**config.mk**
```make
export PLATFORM = sky130hd
export DESIGN_NAME = mem_stage_dcache
export DESIGN_NICKNAME = d
export VERILOG_FILES = /design/src/rtl/dcache_pkg.sv /design/src/rtl/dcache_data_array.sv /design/src/rtl/mem_stage_dcache.sv
export SDC_FILE = /design/constraint.sdc
export NUM_CORES = 2
export LEC_CHECK = 0
export BUFFER_PORTS_ARGS = -buffer_cell sky130_fd_sc_hd__clkbuf_2
export CAP_MARGIN = 5
export CELL_PAD_IN_SITES_DETAIL_PLACEMENT = 1
export CELL_PAD_IN_SITES_GLOBAL_PLACEMENT = 1
export CORE_MARGIN = 1.5
export CORE_UTILIZATION = 30
export CTS_CLUSTER_DIAMETER = 200
export CTS_CLUSTER_SIZE = 14
export DETAILED_ROUTE_END_ITERATION = 7
export PLACE_DENSITY = 0.54
export SYNTH_ARGS = -nofsm -noshare
export SYNTH_HDL_FRONTEND = slang
export SYNTH_HIERARCHICAL = 1
export SYNTH_MEMORY_MAX_BITS = 65536
export SYNTH_SLANG_ARGS = --single-unit
```
**constraint.sdc**
```tcl
create_clock -name clock -period 6.9 [get_ports clock]
set_input_delay 1.035 -clock clock [delete_from_list [all_inputs] [get_ports clock]]
set_output_delay 1.035 -clock clock [all_outputs]
set_load 0.005 [all_outputs]
```
**src/rtl/dcache_pkg.sv**
```systemverilog
// Shared state encoding and address-field helpers for the MEM-stage data cache.
package dcache_pkg;

  typedef enum logic [1:0] {
    IDLE  = 2'd0,
    FILL  = 2'd1,
    WRITE = 2'd2,
    WDONE = 2'd3
  } dcacheState_e;

  function automatic int wordBits(input int blockWords);
    return $clog2(blockWords);
  endfunction

  function automatic int indexBits(input int lines);
    return $clog2(lines);
  endfunction

  function automatic int tagBits(input int lines, input int blockWords);
    return 30 - wordBits(blockWords) - indexBits(lines);
  endfunction

  // Field extractors shift rather than slice so a one-word line (zero word bits) still works.
  function automatic logic [31:0] addrWord(input logic [31:0] addr, input int wb);
    return (addr >> 2) & ((32'd1 << wb) - 32'd1);
  endfunction

  function automatic logic [31:0] addrIndex(input logic [31:0] addr, input int wb, input int ib);
    return (addr >> (2 + wb)) & ((32'd1 << ib) - 32'd1);
  endfunction

  function automatic logic [31:0] addrTag(input logic [31:0] addr, input int wb, input int ib);
    return addr >> (2 + wb + ib);
  endfunction

endpackage

```
**src/rtl/dcache_data_array.sv**
```systemverilog
// Data storage for the cache: one flat array addressed by {index, word},
// combinational read for same-cycle hits, synchronous write.
module dcache_data_array #(
  parameter int LINES       = 32,
  parameter int BLOCK_WORDS = 4,
  localparam int AW         = $clog2(LINES * BLOCK_WORDS)
) (
  input  logic          clock,
  input  logic          wrEn_i,
  input  logic [AW-1:0] wrAddr_i,
  input  logic [31:0]   wrData_i,
  input  logic [AW-1:0] rdAddr_i,
  output logic [31:0]   rdData_o
);

  logic [31:0] words_q [LINES * BLOCK_WORDS];

  always_ff @(posedge clock) begin
    if (wrEn_i) begin
      words_q[wrAddr_i] <= wrData_i;
    end
  end

  assign rdData_o = words_q[rdAddr_i];

endmodule

```
**src/rtl/mem_stage_dcache.sv**
```systemverilog
// Direct-mapped write-through, no-write-allocate MEM-stage data cache with word-serial refill.
// Optional hit/miss statistics counters are built when DCACHE_STATS_EN is defined.
module mem_stage_dcache
  import dcache_pkg::*;
#(
  parameter int LINES       = 32,
  parameter int BLOCK_WORDS = 4
) (
  input  logic        clock,
  input  logic        resetN,
  input  logic        memRead,
  input  logic        memWrite,
  input  logic [31:0] address,
  input  logic [31:0] writeData,
  output logic [31:0] readData,
  output logic        hit,
  output logic        memReq,
  output logic        memWe,
  output logic [31:0] memAddr,
  output logic [31:0] memWData,
  input  logic [31:0] memRData,
  input  logic        memAck,
  output logic [31:0] accessCount,
  output logic [31:0] missCount
);

  localparam int WB  = wordBits(BLOCK_WORDS);
  localparam int IB  = indexBits(LINES);
  localparam int TB  = tagBits(LINES, BLOCK_WORDS);
  localparam int WCW = (WB > 0) ? WB : 1;
  localparam int AW  = WB + IB;
  localparam logic [31:0] LINE_MASK = ~((32'(BLOCK_WORDS) << 2) - 32'd1);

  dcacheState_e state_q, state_d;
  logic [WCW-1:0] wordCnt_q, wordCnt_d;
  logic [31:0] addr_q, addr_d, data_q, data_d;
  logic memReq_q, memReq_d, memWe_q, memWe_d;
  logic [31:0] memAddr_q, memAddr_d, memWData_q, memWData_d;
  logic [LINES-1:0] valid_q;
  logic [TB-1:0] tag_q [LINES];

  logic [IB-1:0] reqIndex, latIndex;
  logic [TB-1:0] reqTag, latTag;
  logic lookupHit, latHit, ackValid, fillDone;
  logic arrWe;
  logic [AW-1:0] arrWrAddr, arrRdAddr;
  logic [31:0] arrWData, arrRData;

  assign reqIndex  = IB'(addrIndex(address, WB, IB));
  assign reqTag    = TB'(addrTag(address, WB, IB));
  assign latIndex  = IB'(addrIndex(addr_q, WB, IB));
  assign latTag    = TB'(addrTag(addr_q, WB, IB));
  assign lookupHit = valid_q[reqIndex] && (tag_q[reqIndex] == reqTag);
  assign latHit    = valid_q[latIndex] && (tag_q[latIndex] == latTag);
  assign ackValid  = memAck && memReq_q;

  assign arrRdAddr = AW'(address >> 2);
  assign arrWe     = ackValid && ((state_q == FILL) || ((state_q == WRITE) && latHit));
  assign arrWrAddr = (state_q == FILL) ? AW'((32'(latIndex) << WB) | 32'(wordCnt_q))
                                       : AW'(addr_q >> 2);
  assign arrWData  = (state_q == FILL) ? memRData : data_q;

  dcache_data_array #(.LINES(LINES), .BLOCK_WORDS(BLOCK_WORDS)) dataArray (
    .clock   (clock),
    .wrEn_i  (arrWe),
    .wrAddr_i(arrWrAddr),
    .wrData_i(arrWData),
    .rdAddr_i(arrRdAddr),
    .rdData_o(arrRData)
  );

  always_ff @(posedge clock) begin
    if (!resetN) begin
      state_q    <= IDLE;
      wordCnt_q  <= '0;
      addr_q     <= '0;
      data_q     <= '0;
      memReq_q   <= 1'b0;
      memWe_q    <= 1'b0;
      memAddr_q  <= '0;
      memWData_q <= '0;
    end else begin
      state_q    <= state_d;
      wordCnt_q  <= wordCnt_d;
      addr_q     <= addr_d;
      data_q     <= data_d;
      memReq_q   <= memReq_d;
      memWe_q    <= memWe_d;
      memAddr_q  <= memAddr_d;
      memWData_q <= memWData_d;
    end
  end

  always_ff @(posedge clock) begin
    if (!resetN) begin
      valid_q <= '0;
    end else if (fillDone) begin
      valid_q[latIndex] <= 1'b1;
    end
  end

  always_ff @(posedge clock) begin
    if (fillDone) begin
      tag_q[latIndex] <= latTag;
    end
  end

  // Requests are launched from IDLE so the backing-memory port is registered; a write wins over a read.
  always_comb begin
    state_d    = state_q;
    wordCnt_d  = wordCnt_q;
    addr_d     = addr_q;
    data_d     = data_q;
    memReq_d   = memReq_q;
    memWe_d    = memWe_q;
    memAddr_d  = memAddr_q;
    memWData_d = memWData_q;
    fillDone   = 1'b0;
    case (state_q)
      IDLE: begin
        if (memWrite) begin
          state_d    = WRITE;
          addr_d     = address;
          data_d     = writeData;
          memReq_d   = 1'b1;
          memWe_d    = 1'b1;
          memAddr_d  = address & ~32'd3;
          memWData_d = writeData;
        end else if (memRead && !lookupHit) begin
          state_d   = FILL;
          addr_d    = address;
          wordCnt_d = '0;
          memReq_d  = 1'b1;
          memWe_d   = 1'b0;
          memAddr_d = address & LINE_MASK;
        end
      end
      FILL: begin
        if (ackValid) begin
          if (wordCnt_q == WCW'(BLOCK_WORDS - 1)) begin
            state_d   = IDLE;
            memReq_d  = 1'b0;
            wordCnt_d = '0;
            fillDone  = 1'b1;
          end else begin
            wordCnt_d = wordCnt_q + WCW'(1);
            memAddr_d = memAddr_q + 32'd4;
          end
        end
      end
      WRITE: begin
        if (ackValid) begin
          state_d  = WDONE;
          memReq_d = 1'b0;
          memWe_d  = 1'b0;
        end
      end
      WDONE: begin
        state_d = IDLE;
      end
      default: begin
        state_d = IDLE;
      end
    endcase
  end

  always_comb begin
    hit      = 1'b0;
    readData = '0;
    if (!resetN) begin
      hit = 1'b1;
    end else begin
      case (state_q)
        IDLE: begin
          if (memWrite) begin
            hit = 1'b0;
          end else if (memRead) begin
            hit = lookupHit;
            if (lookupHit) begin
              readData = arrRData;
            end
          end else begin
            hit = 1'b1;
          end
        end
        WDONE:   hit = 1'b1;
        default: hit = 1'b0;
      endcase
    end
  end

  assign memReq   = memReq_q;
  assign memWe    = memWe_q;
  assign memAddr  = memAddr_q;
  assign memWData = memWData_q;

`ifdef DCACHE_STATS_EN
  logic [31:0] accessCount_q, missCount_q;

  always_ff @(posedge clock) begin
    if (!resetN) begin
      accessCount_q <= '0;
      missCount_q   <= '0;
    end else begin
      if (hit && (memRead || memWrite)) begin
        accessCount_q <= accessCount_q + 32'd1;
      end
      if ((state_q == IDLE) && (state_d == FILL)) begin
        missCount_q <= missCount_q + 32'd1;
      end
    end
  end

  assign accessCount = accessCount_q;
  assign missCount   = missCount_q;
`else
  assign accessCount = '0;
  assign missCount   = '0;
`endif

endmodule

```
==> metrics <==
status=completed; total wire length=approximately 610 mm; Final setup viols=0; fraction of registers with async set/reset=0%; Cell Rows=about 300; # IOs=about 260; Cell variety after synth=72; leakage=about 0.07 µW; worst setup margin=0.278 ns; CP required=roughly 5.9 ns; PostCTS Resize Cnt=0; DR vias=95,700; Main synth FF type=edfxtp_1; cell taking the most area after synthesis=edfxtp_1; Post-CTS Hold Buffers=0; final hold viol count=0; RSZ-0062 raised after global routing=no; CP endpoint kind=output port; drt initial violations=around 10,000; total CTS buffers=between 300 and 400; Longest Clk Path Bufs=4; clk slew on worst S/H paths=0.07 ns; CTS Root Cell=clkbuf_16; Max FO, Critical Path=48; Avg WL per Cell=between 30 and 40 µm; Max transition margin=between 10% and 20%; class of the worst hold path=primary input to flop; H-tree Lvls=5; min cycle time layout=about 6.6 ns; maximum capacitance violations=0; fin. max-slew vios=0; Via density=5.31; core box area=around 0.66 mm²; clock latency on the worst-skew pair=around 1.0 ns; largest net degree at the start of global routing=approximately 130; Tot GR Track Use=between 10% and 20%; vias in the first global route=101,000; CTS tree=yes; Startpoint Class=primary input; crit path kind=primary input to output port; Starting Density=30.1%; worst-case clock skew=roughly 0.11 ns; Fmax=0.151 GHz; Worst-Margin Slew=around 1.3 ns; share of cells above drive strength 1=between 30% and 40%; Max IR drop VDD=~0.27 mV; share of the synthesized area in the top cell type=73.4%; synth-to-layout area growth=13.8%; Vert. Die Dim=roughly 810 µm; synth top area cells=edfxtp_1, mux4_2, mux2i_1; Pre-Repair DR Iteration Count=5; Synth Instances=8,637; flops & latches, synth=around 5,000; drt drc=0; Detail Placement HPWL=365 mm; NumNets Final=roughly 9,300; number of synthesized flops with an enable pin=~4,800; Routed Antenna Nets=0; Arr. time, crit path=between 5 and 6 ns; initial antenna violation count=70; pre-CTS WS=around 0.39 ns; setup bufs post-CTS=0; cell area after synthesis=approximately 0.2 mm²; RePlAce Congestion=approximately 0.79; pwr dens=around 290 mW/mm²; CTS Sinks=approximately 5,000; Overflow after GRT=0; Synth Warn #=6; period utilization=a little over nine tenths; first-pass GRT wire length=around 830 mm; synthesized area per cell=between 20 and 25 µm²; Setup TNS=0 ns; die area=0.664 mm²; die width=around 810 µm; IO buf count=195; sequential area share after synthesis=74.7%
## worst max-delay path, stage by stage
cell,delay (ns)
buf_8,0.37
buf_12,0.38
mux2i_1,0.16
a22oi_1,0.20
a21oi_1,0.10
nor4_1,0.79
buf_4,0.24
xnor2_1,0.22
o2111ai_1,0.18
buf_4,0.19
nor4_4,0.25
buf_4,0.16
nand2_2,0.06
nor4_4,0.30
buf_12,0.24
buf_12,0.17
and2_1,0.14
clkbuf_2,0.11
## report_power, final
part | internal (µW) | total, µW | switching (µW)
Sequential | 35700 | 36100 | 432
Combinational | 2450 | 8540 | 6100
Clock | 10300 | 20900 | 10500
## metrics by stage
stage	utilization, %	power, µW	hold WS [ns]	cell area (µm²)	instances
after global routing	34.2	67400	0.200	225000	18000
final	34.2	65500	0.235	225000	18000
after CTS	34.2	66200	0.147	225000	18000
after detailed placement	32.6	45500	0.466	214000	17500
after global placement	32.6	45000	0.458	214000	17500
after floorplan	-	41100	0.452	198000	8702
## registers in the layout (all words and copies together), names as in the netlist, named ones only
signal             cells
memWData              32
state_q                2
wordCnt_q              2
memAddr               30
memWe                  1
dataArray/words_q   4096
addr_q                30
memReq                 1
tag_q                736
valid_q               32
## worst paths after layout
check	start	endpoint	slack, ns	depth (start not counted)
setup / recovery	address[6]	readData[23]	0.28	18
setup reg to reg	flop	dataArray/words_q[52][8]	0.72	15
hold / removal	writeData[8]	memWData[8]	0.24	3
hold reg to reg	memWData[8]	memWData[8]	0.47	2
## layout make-up
cell class	count	area, µm²
fillers	63900	433000
flip-flops and latches	4967	148000
multi-input cells	3144	48800
well taps	8700	10900
clock buffers	465	10100
repair buffers	668	6830
clock inverters	26	477
diodes	48	120
inverters	12	47.5
## routing by layer
layer	wire length [µm]	vias up	track usage (%)
met4	14500	8	4.29
met3	36000	672	2.16
met5	208	-	0
met1	250000	53800	24.1
met2	305000	3414	30.5
li1	-	37900	-
## cells in the final DEF (no fill, tap or decap), drive strengths merged, types with 30 or more instances in the layout
master / n
nor2: 272
mux4: 1672
diode: 48
conb: 66
clkbuf: 645
dfxtp: 135
buf: 488
and2: 39
a21oi: 99
mux2: 82
nor3: 30
edfxtp: 4832
nand2: 160
mux2i: 278
a22oi: 95
nand3: 41
## synthesized netlist by cell type (38+ instances only)
cell type,instances
edfxtp_1,4832
mux4_2,1672
mux2i_1,278
clkbuf_1,275
nor2_1,272
nand2_1,159
dfxtp_1,135
buf_2,117
a21oi_1,99
a22oi_1,95
buf_4,90
mux2_2,82
buf_1,81
nand3_1,41
and2_1,38
## cell families (layout without fill, tap and decap cells)
family | after synthesis | count (layout) | share of synthesized area (%)
xor+xnor | 41 | 41 | 0.185
mux | 2032 | 2032 | 20.9
flops | 4967 | 4967 | 74.7
fa+ha+maj | 7 | 7 | 0.0443
simple gates | 655 | 655 | 1.52
compound gates | 343 | 343 | 1.18
buf+inv | 591 | 1171 | 1.43
other cells | 1 | 114 | 0.00190
No activity file was read; power rests on OpenSTA's default activity.
